`src/rtl/hls_run_sequencer.sv`:
```
// Host-side job sequencer for one HLS `main` accelerator: preload the array over the slave RAM
// port, pulse start, time the run against a timeout, then stream the results back out.
module hls_run_sequencer #(
    parameter int unsigned ADDR_W    = 10,
    parameter int unsigned DATA_W    = 64,
    parameter int unsigned SIZE_W    = 7,
    parameter int unsigned WORD_BITS = 32,
    parameter int unsigned N_WORDS   = 100,
    parameter int unsigned BASE_ADDR = 0,
    parameter int unsigned TIMEOUT   = 200000000
) (
    input  logic                   clock,
    input  logic                   reset,
    input  logic                   cmd_start,
    input  logic                   in_valid,
    output logic                   in_ready,
    input  logic [WORD_BITS-1:0]   in_data,
    output logic                   out_valid,
    input  logic                   out_ready,
    output logic [WORD_BITS-1:0]   out_data,
    output logic                   busy,
    output logic                   job_done,
    output logic                   timeout_err,
    output logic [31:0]            cycle_count,
    output logic                   start_port,
    input  logic                   done_port,
    output logic [1:0]             S_oe_ram,
    output logic [1:0]             S_we_ram,
    output logic [2*ADDR_W-1:0]    S_addr_ram,
    output logic [2*DATA_W-1:0]    S_Wdata_ram,
    output logic [2*SIZE_W-1:0]    S_data_ram_size,
    input  logic [2*DATA_W-1:0]    Sout_Rdata_ram,
    input  logic [1:0]             Sout_DataRdy
);

    localparam int unsigned IDX_W      = (N_WORDS > 1) ? $clog2(N_WORDS) : 1;
    localparam int unsigned WORD_BYTES = WORD_BITS / 8;
    localparam logic [IDX_W-1:0] LAST_IDX = IDX_W'(N_WORDS - 1);

    typedef enum logic [2:0] {
        StIdle,
        StLoad,
        StStart,
        StRun,
        StRead,
        StFin,
        StErr
    } state_e;

    state_e                 state_q, state_d;
    logic [IDX_W-1:0]       idx_q, idx_d;
    logic [31:0]            cycle_q, cycle_d;
    logic                   terr_q, terr_d;
    logic                   oe_q, oe_d;
    logic                   we_q, we_d;
    logic [ADDR_W-1:0]      addr_q, addr_d;
    logic [WORD_BITS-1:0]   wdata_q, wdata_d;
    logic                   ovalid_q, ovalid_d;
    logic [WORD_BITS-1:0]   odata_q, odata_d;

    logic                   ack;
    logic [ADDR_W-1:0]      idx_addr;
    logic [31:0]            cycle_inc;
    logic [SIZE_W-1:0]      size_lane0;
    logic                   unused_inputs;

    assign ack       = Sout_DataRdy[0];
    assign idx_addr  = ADDR_W'(BASE_ADDR + 32'(idx_q) * WORD_BYTES);
    assign cycle_inc = (cycle_q == '1) ? cycle_q : cycle_q + 32'd1;

    assign unused_inputs = ^{Sout_Rdata_ram[2*DATA_W-1:WORD_BITS], Sout_DataRdy[1]};

    always_comb begin
        state_d  = state_q;
        idx_d    = idx_q;
        cycle_d  = cycle_q;
        terr_d   = terr_q;
        oe_d     = oe_q;
        we_d     = we_q;
        addr_d   = addr_q;
        wdata_d  = wdata_q;
        ovalid_d = ovalid_q;
        odata_d  = odata_q;

        unique case (state_q)
            StIdle: begin
                if (cmd_start) begin
                    state_d = StLoad;
                    idx_d   = '0;
                    cycle_d = '0;
                    terr_d  = 1'b0;
                end
            end
            StLoad: begin
                if (we_q) begin
                    if (ack) begin
                        we_d = 1'b0;
                        if (idx_q == LAST_IDX) begin
                            state_d = StStart;
                            idx_d   = '0;
                        end else begin
                            idx_d = idx_q + IDX_W'(1);
                        end
                    end
                end else if (in_valid) begin
                    we_d    = 1'b1;
                    addr_d  = idx_addr;
                    wdata_d = in_data;
                end
            end
            StStart: begin
                cycle_d = 32'd1;
                state_d = StRun;
            end
            StRun: begin
                // Done beats a coincident timeout; on abort the count stays at TIMEOUT.
                if (done_port) begin
                    cycle_d = cycle_inc;
                    state_d = StRead;
                    idx_d   = '0;
                end else if (cycle_q >= TIMEOUT) begin
                    state_d = StErr;
                    terr_d  = 1'b1;
                end else begin
                    cycle_d = cycle_inc;
                end
            end
            StRead: begin
                if (ovalid_q) begin
                    if (out_ready) begin
                        ovalid_d = 1'b0;
                        if (idx_q == LAST_IDX) begin
                            state_d = StFin;
                        end else begin
                            idx_d = idx_q + IDX_W'(1);
                        end
                    end
                end else if (oe_q) begin
                    if (ack) begin
                        oe_d     = 1'b0;
                        ovalid_d = 1'b1;
                        odata_d  = Sout_Rdata_ram[WORD_BITS-1:0];
                    end
                end else begin
                    oe_d   = 1'b1;
                    addr_d = idx_addr;
                end
            end
            StFin, StErr: begin
                state_d = StIdle;
            end
            default: begin
                state_d = StIdle;
            end
        endcase
    end

    always_ff @(posedge clock or negedge reset) begin
        if (!reset) begin
            state_q  <= StIdle;
            idx_q    <= '0;
            cycle_q  <= '0;
            terr_q   <= 1'b0;
            oe_q     <= 1'b0;
            we_q     <= 1'b0;
            addr_q   <= '0;
            wdata_q  <= '0;
            ovalid_q <= 1'b0;
            odata_q  <= '0;
        end else begin
            state_q  <= state_d;
            idx_q    <= idx_d;
            cycle_q  <= cycle_d;
            terr_q   <= terr_d;
            oe_q     <= oe_d;
            we_q     <= we_d;
            addr_q   <= addr_d;
            wdata_q  <= wdata_d;
            ovalid_q <= ovalid_d;
            odata_q  <= odata_d;
        end
    end

    assign size_lane0 = (oe_q || we_q) ? SIZE_W'(WORD_BITS) : '0;

    assign in_ready        = (state_q == StLoad) && !we_q;
    assign out_valid       = ovalid_q;
    assign out_data        = odata_q;
    assign busy            = (state_q != StIdle);
    assign job_done        = (state_q == StFin) || (state_q == StErr);
    assign timeout_err     = terr_q;
    assign cycle_count     = cycle_q;
    assign start_port      = (state_q == StStart);
    assign S_oe_ram        = {1'b0, oe_q};
    assign S_we_ram        = {1'b0, we_q};
    assign S_addr_ram      = {{ADDR_W{1'b0}}, addr_q};
    assign S_Wdata_ram     = {{DATA_W{1'b0}}, DATA_W'(wdata_q)};
    assign S_data_ram_size = {{SIZE_W{1'b0}}, size_lane0};

endmodule

```
`config.mk`:
```
export PLATFORM = sky130hd
export DESIGN_NAME = hls_run_sequencer
export DESIGN_NICKNAME = d
export VERILOG_FILES = /design/src/rtl/hls_run_sequencer.sv
export SDC_FILE = /design/constraint.sdc
export NUM_CORES = 1
export LEC_CHECK = 0
export CORE_AREA = 4 4 154 156
export CTS_BUF_LIST = sky130_fd_sc_hd__clkbuf_16
export DETAILED_ROUTE_END_ITERATION = 8
export DIE_AREA = 0 0 158 160
export GPL_ROUTABILITY_DRIVEN = 0
export PLACE_DENSITY = 0.69
export SYNTH_ARGS = -nofsm -noshare
export SYNTH_HDL_FRONTEND = slang
export SYNTH_SLANG_ARGS = --single-unit
```
`constraint.sdc`:
```
create_clock -name clock -period 1.9 [get_ports clock]
set_input_delay 0.285 -clock clock [delete_from_list [all_inputs] [get_ports clock]]
set_output_delay 0.285 -clock clock [all_outputs]
set_load 0.01 [all_outputs]
```
==> flow_metrics.tcl, run 1 <==
set metrics [dict create \
    ant_nets 0 \
    ys_ff_latch 117 \
    core_sq_um 22400 \
    clkPwrFrac_pct 30.7 \
    synth_xor_area_share_pct 0.131 \
    p_comb_share_pct 36.8 \
    drt_iter0_drc 409 \
    antenna_found_initial 0 \
    synth-edff-count 0 \
    grt_max_degree 42 \
    grt_pass1_vias 5631 \
    final_util_pct 47.7 \
    p_sw_mw 3.27 \
    die-height_um 160 \
    timing.fmax_ghz 0.463 \
    seqPwrFrac_pct 32.5 \
    synth_area_leader_cell "dfrtp_1" \
    vias 6016 \
    leakage_nw 4.74 \
    maxCapViolCount 0 \
    cp_max_fo 6 \
    cts-root-buf "clkbuf_16" \
    hpwl_um 15100 \
    clkTransAtPathRegs_ns 0.06 \
    min_period_ns 2.16 \
    antennaDiodeCount 0 \
    layout_setup_ws_ns -0.258 \
    synth.mux.area_fraction_pct 12.3 \
    synth_flop_cell "dfrtp_1" \
    timing.setup.tns_ns -6.37 \
    cp.arrival_ns 2.46 \
    synth_warnings 0 \
    rsz0062_at_grt "true" \
    start_kind "flip-flop" \
    synthCells 654 \
    cts_buffer_depth 2 \
    hold_ws_ns 0.440 \
    synthAdderAreaFrac_pct 0.563 \
    drive_gt1_share_pct 31.4 \
    avgRoutedWirePerCell_um 17.3 \
    slew_violations 0 \
    grtUsageTotal_pct 15.6 \
    max_slew_margin_pct 57.5 \
    grt.overflow.total 0 \
    synth_simple_gate_area_share_pct 14.9 \
    cts_buffers 17 \
    insertion_delay_ns 0.42 \
    drt-total-wl_um 21900 \
    hold_viol_final 0 \
    clock_skew_ns 0.0113 \
    crit_family "compound AO/OA/AOI/OAI gates" \
    synthTopCellsByArea "dfrtp_1 (44%), buf_4 (14%), mux2_2 (9.5%), mux2_1 (2.7%), nand2_1 (2.4%)" \
    setup.worst_path.class "reg -> reg" \
    cts_tree "built" \
    synth_top_family_by_area "buffers and inverters" \
    port_buffers 182 \
    route.detailed.drc 0 \
    crit_chain "nor4_4, a2111oi_4, o211ai_1, buf_4, a211o_4, buf_4, a31oi_1, o2bb2ai_2" \
    cts.sink_count 117 \
    num_io_pins 404 \
    peakVddDrop_mv 0.570 \
    crit_path_top_delay_cell "dfrtp_1" \
    cp_data_required_time_ns 2.20 \
    viasPerCell 4.77 \
    worstHoldPathType "in -> async" \
    netlist_area_sq_um 6670 \
    swShare_pct 31.3 \
    setup_viol 34 \
    critPathLaunch "cycle_count[18]" \
    grt_pass1_wl_um 31300 \
    power.density_nw_per_um2 979 \
    tightest_slew_ns 0.637 \
    ys_types 64 \
    synth_top_area_share_pct 43.9 \
    r2r_start "cycle_count[18]" \
    crit_path_end_kind "flip-flop" \
    status "finished with violations" \
    async_flop_share_pct 100 \
    fp-row-count 55 \
    die_area_sq_um 25300 \
    cp_common_cell "buf_4" \
    post-route-period-util_pct 114 \
    die_w_um 158 \
    syn_to_final_growth_pct 60.0 \
    start_util_pct 29.8 \
    violations "negative setup slack" \
    p_int_mw 7.17 \
    power_mw 10.4 \
    h-tree-depth 4 \
    dr.pass1.iters 5 \
    syn_avg_cell_area_sq_um 10.2 \
    fin_nets 1133 \
    synth_compound_area_share_pct 10.7 \
    yosysSeqAreaShare_pct 43.9 \
    cpPeakStageDelay_ns 0.40 \
    crit_buf_inv 2 \
]
## cell usage in the layout (no fill, tap or decap), drive strengths merged, types with 9 or more instances in the layout
master	synthesis	layout
a31oi	13	13
and2	9	9
and3	10	10
buf	144	143
clkbuf	15	21
clkdlybuf4s50	0	174
conb	1	124
dfrtp	117	117
inv	13	16
mux2	72	72
nand2	42	42
nand3	26	26
nand4	13	13
nor2	29	29
nor3	13	13
nor4	13	13
o21ai	25	25
## state kept, by name, indices dropped and copies added, names as in the netlist
register / count
we_q: 1
state_q: 3
cycle_count: 32
wdata_q: 32
timeout_err: 1
oe_q: 1
addr_q: 7
out_data: 32
out_valid: 1
idx_q: 7
## logic make-up (layout without fill, tap and decap cells)
family                   Yosys count  after routing
flip-flops                       117            117
buffers and inverters            172            370
XOR/XNOR                           1              1
adder cells (fa/ha/maj)            3              3
other                              1            124
multiplexers                      73             73
AND/OR/NAND/NOR                  186            186
AO/OA/AOI/OAI                    101            101
## per-layer routing
| metal | vias up | share of wire [%] | global-route usage (%) |
|---|---|---|---|
| li1 | 2718 | - | - |
| met1 | 2967 | 40 | 19.7 |
| met2 | 299 | 51 | 26.3 |
| met3 | 32 | 7.4 | 3.79 |
| met4 | 0 | 1.8 | 4.69 |
| met5 | - | 0 | 0 |
## what timing repair did
| action | in CTS | in global routing |
|---|---|---|
| endpoints found under the hold margin | 36 | 0 |
| gates cloned | 0 | 3 |
| endpoints found under the setup margin | 54 | 111 |
| pin swaps | 18 | 28 |
| resized for setup | 56 | 106 |
| buffers inserted | 11 | 11 |
| hold buffers | 1 | 0 |
## metrics by stage
stage | setup WS [ns] | area, sq um | cells
2_1_floorplan | -0.165 | 7200 | 777
3_3_place_gp | -0.480 | 9210 | 1204
3_5_place_dp | -0.467 | 9210 | 1204
4_1_cts | -0.207 | 10100 | 1247
5_1_grt | -0.338 | 10700 | 1260
6_report | -0.258 | 10700 | 1260
## final cells by class
cell class	instances	area (sq um)
Multi-Input combinational cell	488	3610
Sequential cell	117	2930
Tap cell	285	357
Inverter	13	48.8
Clock inverter	15	155
Timing Repair Buffer	325	3140
Clock buffer	17	425
Fill cell	1991	11700
## final timing paths
kind	to	slack, ns	depth (start not counted)
max	cycle_count[13]	-0.26	8
min	cycle_count[13]	0.44	2
max reg2reg	cycle_count[13]	-0.26	8
min reg2reg	wdata_q[14]	0.49	1
max in group asynchronous	wdata_q[3]	0.89	3
min in group clock	wdata_q[29]	0.45	2
## worst register-to-register path: stages, from the launching register on
cell,delay [ns]
dfrtp_1,0.40
nor4_4,0.07
a2111oi_4,0.39
o211ai_1,0.18
buf_4,0.17
a211o_4,0.37
buf_4,0.17
a31oi_1,0.19
o2bb2ai_2,0.10
## cells in the mapped netlist, types with 3 or more instances
library cell    n
ha_1            3
and4_1          4
a21oi_1         5
nor3b_1         4
nand4_1        12
nor2_1         29
o21ai_0        11
a32oi_1         6
a21o_1          3
dfrtp_1       117
inv_1          13
nand2b_1        3
and2_1          9
buf_1           4
buf_2          10
o31a_1          6
o211ai_1        3
nand3_1        25
buf_4         127
mux2_1         16
or3_1           5
a31oi_1        13
nor2b_1         4
o31ai_1         6
clkbuf_1       14
o311ai_0        3
a211o_1         3
nand2_1        42
nor3_1         11
o41ai_1         3
o2bb2ai_1       5
nor4_1         12
and3_1         10
o21ai_1        14
mux2_2         56
buf_6           3
or2_2           3
## power groups by stage
| stage | clock network [mW] | registers, mW | logic, mW |
|---|---|---|---|
| 3_5_place_dp | 0 | 3.42 | 3.45 |
| 4_1_cts | 3.27 | 3.38 | 3.63 |
| 3_3_place_gp | 0 | 3.38 | 3.40 |
| 6_report | 3.21 | 3.39 | 3.84 |
| 5_1_grt | 3.40 | 3.46 | 4.11 |
| 2_1_floorplan | 0 | 3.67 | 1.39 |
Power figures use the tool's default switching activity.
==> run 2: changes to the inputs <==
==> config.mk (replaced) <==
export PLATFORM = sky130hd
export DESIGN_NAME = hls_run_sequencer
export DESIGN_NICKNAME = d
export VERILOG_FILES = /design/src/rtl/hls_run_sequencer.sv
export SDC_FILE = /design/constraint.sdc
export NUM_CORES = 1
export LEC_CHECK = 0
export CORE_ASPECT_RATIO = 0.6
export CORE_MARGIN = 4
export CORE_UTILIZATION = 34
export CTS_BUF_LIST = sky130_fd_sc_hd__clkbuf_16
export DETAILED_ROUTE_END_ITERATION = 8
export GPL_ROUTABILITY_DRIVEN = 0
export PLACE_DENSITY = 0.77
export SYNTH_ARGS = -nofsm -noshare
export SYNTH_HDL_FRONTEND = slang
export SYNTH_SLANG_ARGS = --single-unit
==> flow_metrics.tcl, run 2 (synthesis gave the netlist of run 1 again) <==
set metrics [dict create \
    status "finished with violations" \
    violations "negative setup slack" \
    fp-row-count 39 \
    met3_length_um 2220 \
    slew_violations 0 \
    min_period_ns 2.15 \
    fin_nets 1171 \
    die_w_um 189 \
    cts.sink_count 117 \
    core_sq_um 19100 \
    crit_path_top_delay_cell "dfrtp_2" \
    h-tree-depth 4 \
    drt_iter0_drc 549 \
    clkTransAtPathRegs_ns 0.06 \
    cp_data_required_time_ns 2.24 \
    drive_gt1_share_pct 37.4 \
    final_common_cell "clkdlybuf4s50_1" \
    wl_met1_um 10500 \
    grt.overflow.total 0 \
    dpl_cell_area_sq_um 9190 \
    worstHoldPathType "in -> async" \
    cp_common_cell "buf_6" \
    ant_nets 0 \
    grt_max_degree 64 \
    cts-root-buf "clkbuf_16" \
    setup_viol 82 \
    port_buffers 182 \
    cpPeakStageDelay_ns 0.44 \
    insertion_delay_ns 0.42 \
    highest_layer "met4" \
    clock_skew_ns 0.00942 \
    crit_chain "buf_6, and4_4, and4_4, buf_6, nand4_1, buf_6, buf_4, nand3_4, buf_4, mux2i_1" \
    setup.worst_path.class "reg -> reg" \
    fin_area_sq_um 11300 \
    final_util_pct 58.9 \
    dr_wl_met2_um 11200 \
    cp_max_fo 8 \
    grt_pass1_wl_um 32100 \
    rsz0062_at_grt "true" \
    leakage_nw 5.20 \
    cts_buffer_depth 2 \
    viasPerCell 4.90 \
    post-route-period-util_pct 113 \
    cts_tree "built" \
    die_area_sq_um 22000 \
    syn_to_final_growth_pct 68.9 \
    power.density_nw_per_um2 966 \
    crit_path_end_kind "flip-flop" \
    peakVddDrop_mv 0.697 \
    layout_setup_ws_ns -0.249 \
    die-height_um 116 \
    cts_buffers 17 \
    cp.arrival_ns 2.48 \
    grt_pass1_vias 5830 \
    grtUsageTotal_pct 18.7 \
    route.detailed.drc 0 \
    drt-total-wl_um 24300 \
    start_kind "flip-flop" \
    start_util_pct 34.9 \
    final_cell_mix "clkdlybuf4s50_1 (169), buf_4 (133), conb_1 (124)" \
    maxCapViolCount 0 \
    hold_viol_final 0 \
    hold_ws_ns 0.407 \
    num_io_pins 404 \
    timing.fmax_ghz 0.465 \
    antennaDiodeCount 0 \
    vias 6272 \
    antenna_found_initial 0 \
    hpwl_um 15300 \
    avgRoutedWirePerCell_um 19.0 \
    dr.pass1.iters 6 \
]
## run 2: area by class of cell
cell class	instances	area (sq um)
multi-input combinational	488	3820
sequential	117	2940
clock buffer	17	425
tap	266	333
timing repair buffer	363	3560
inverter	13	48.8
clock inverter	15	143
fill	1525	7860
## run 2: metal layers
layer / up-vias / global-route usage [%]
met5: - / 0
met4: 0 / 5.63
met3: 47 / 6.78
met2: 293 / 27.8
met1: 3137 / 25.6
li1: 2795 / -
## run 2: stage by stage
stage | setup slack (ns) | power, mW | setup TNS, ns | instances
after floorplan | -0.165 | 5.06 | -2.16 | 777
after global placement | -0.317 | 6.78 | -9.66 | 1187
after detailed placement | -0.326 | 6.88 | -10.67 | 1187
final | -0.249 | 10.9 | -7.25 | 1279
after global routing | -0.326 | 11.4 | -11.95 | 1279
after CTS | -0.162 | 10.3 | -3.27 | 1241
## run 2: path summary, 6_finish.rpt
kind,from,to,slack [ns],depth (start not counted)
worst max-delay path,cycle_count[18],cycle_count[1],-0.25,10
max in group asynchronous,reset,out_data[3],1.15,3
worst max register to register,cycle_count[18],cycle_count[1],-0.25,10
min in group clock,in_data[12],wdata_q[12],0.47,2
worst min register to register,addr_q[5],addr_q[5],0.50,1
worst min-delay path,reset,cycle_count[20],0.41,3
## run 2: timing repair
item	CTS	global route
gates cloned	3	10
buffers inserted	18	32
hold buffers	1	0
endpoints found under the hold margin	117	0
pin swaps	19	34
setup endpoints to repair	83	100
resized for setup	106	131
## run 2: where the power goes
part / total [mW] / internal [mW] / leakage, nW / switching (mW)
Clock: 3.15 / 1.91 / 0.279 / 1.24
Combinational: 4.30 / 2.50 / 3.39 / 1.80
Sequential: 3.43 / 3.07 / 1.53 / 0.364
## run 2: critical path: cells and delay by family (launching register included)
kind	cells	cell delay [ns]
buffers and inverters	5	0.69
DFF	1	0.44
and+or+nand+nor	4	0.74
muxes	1	0.18
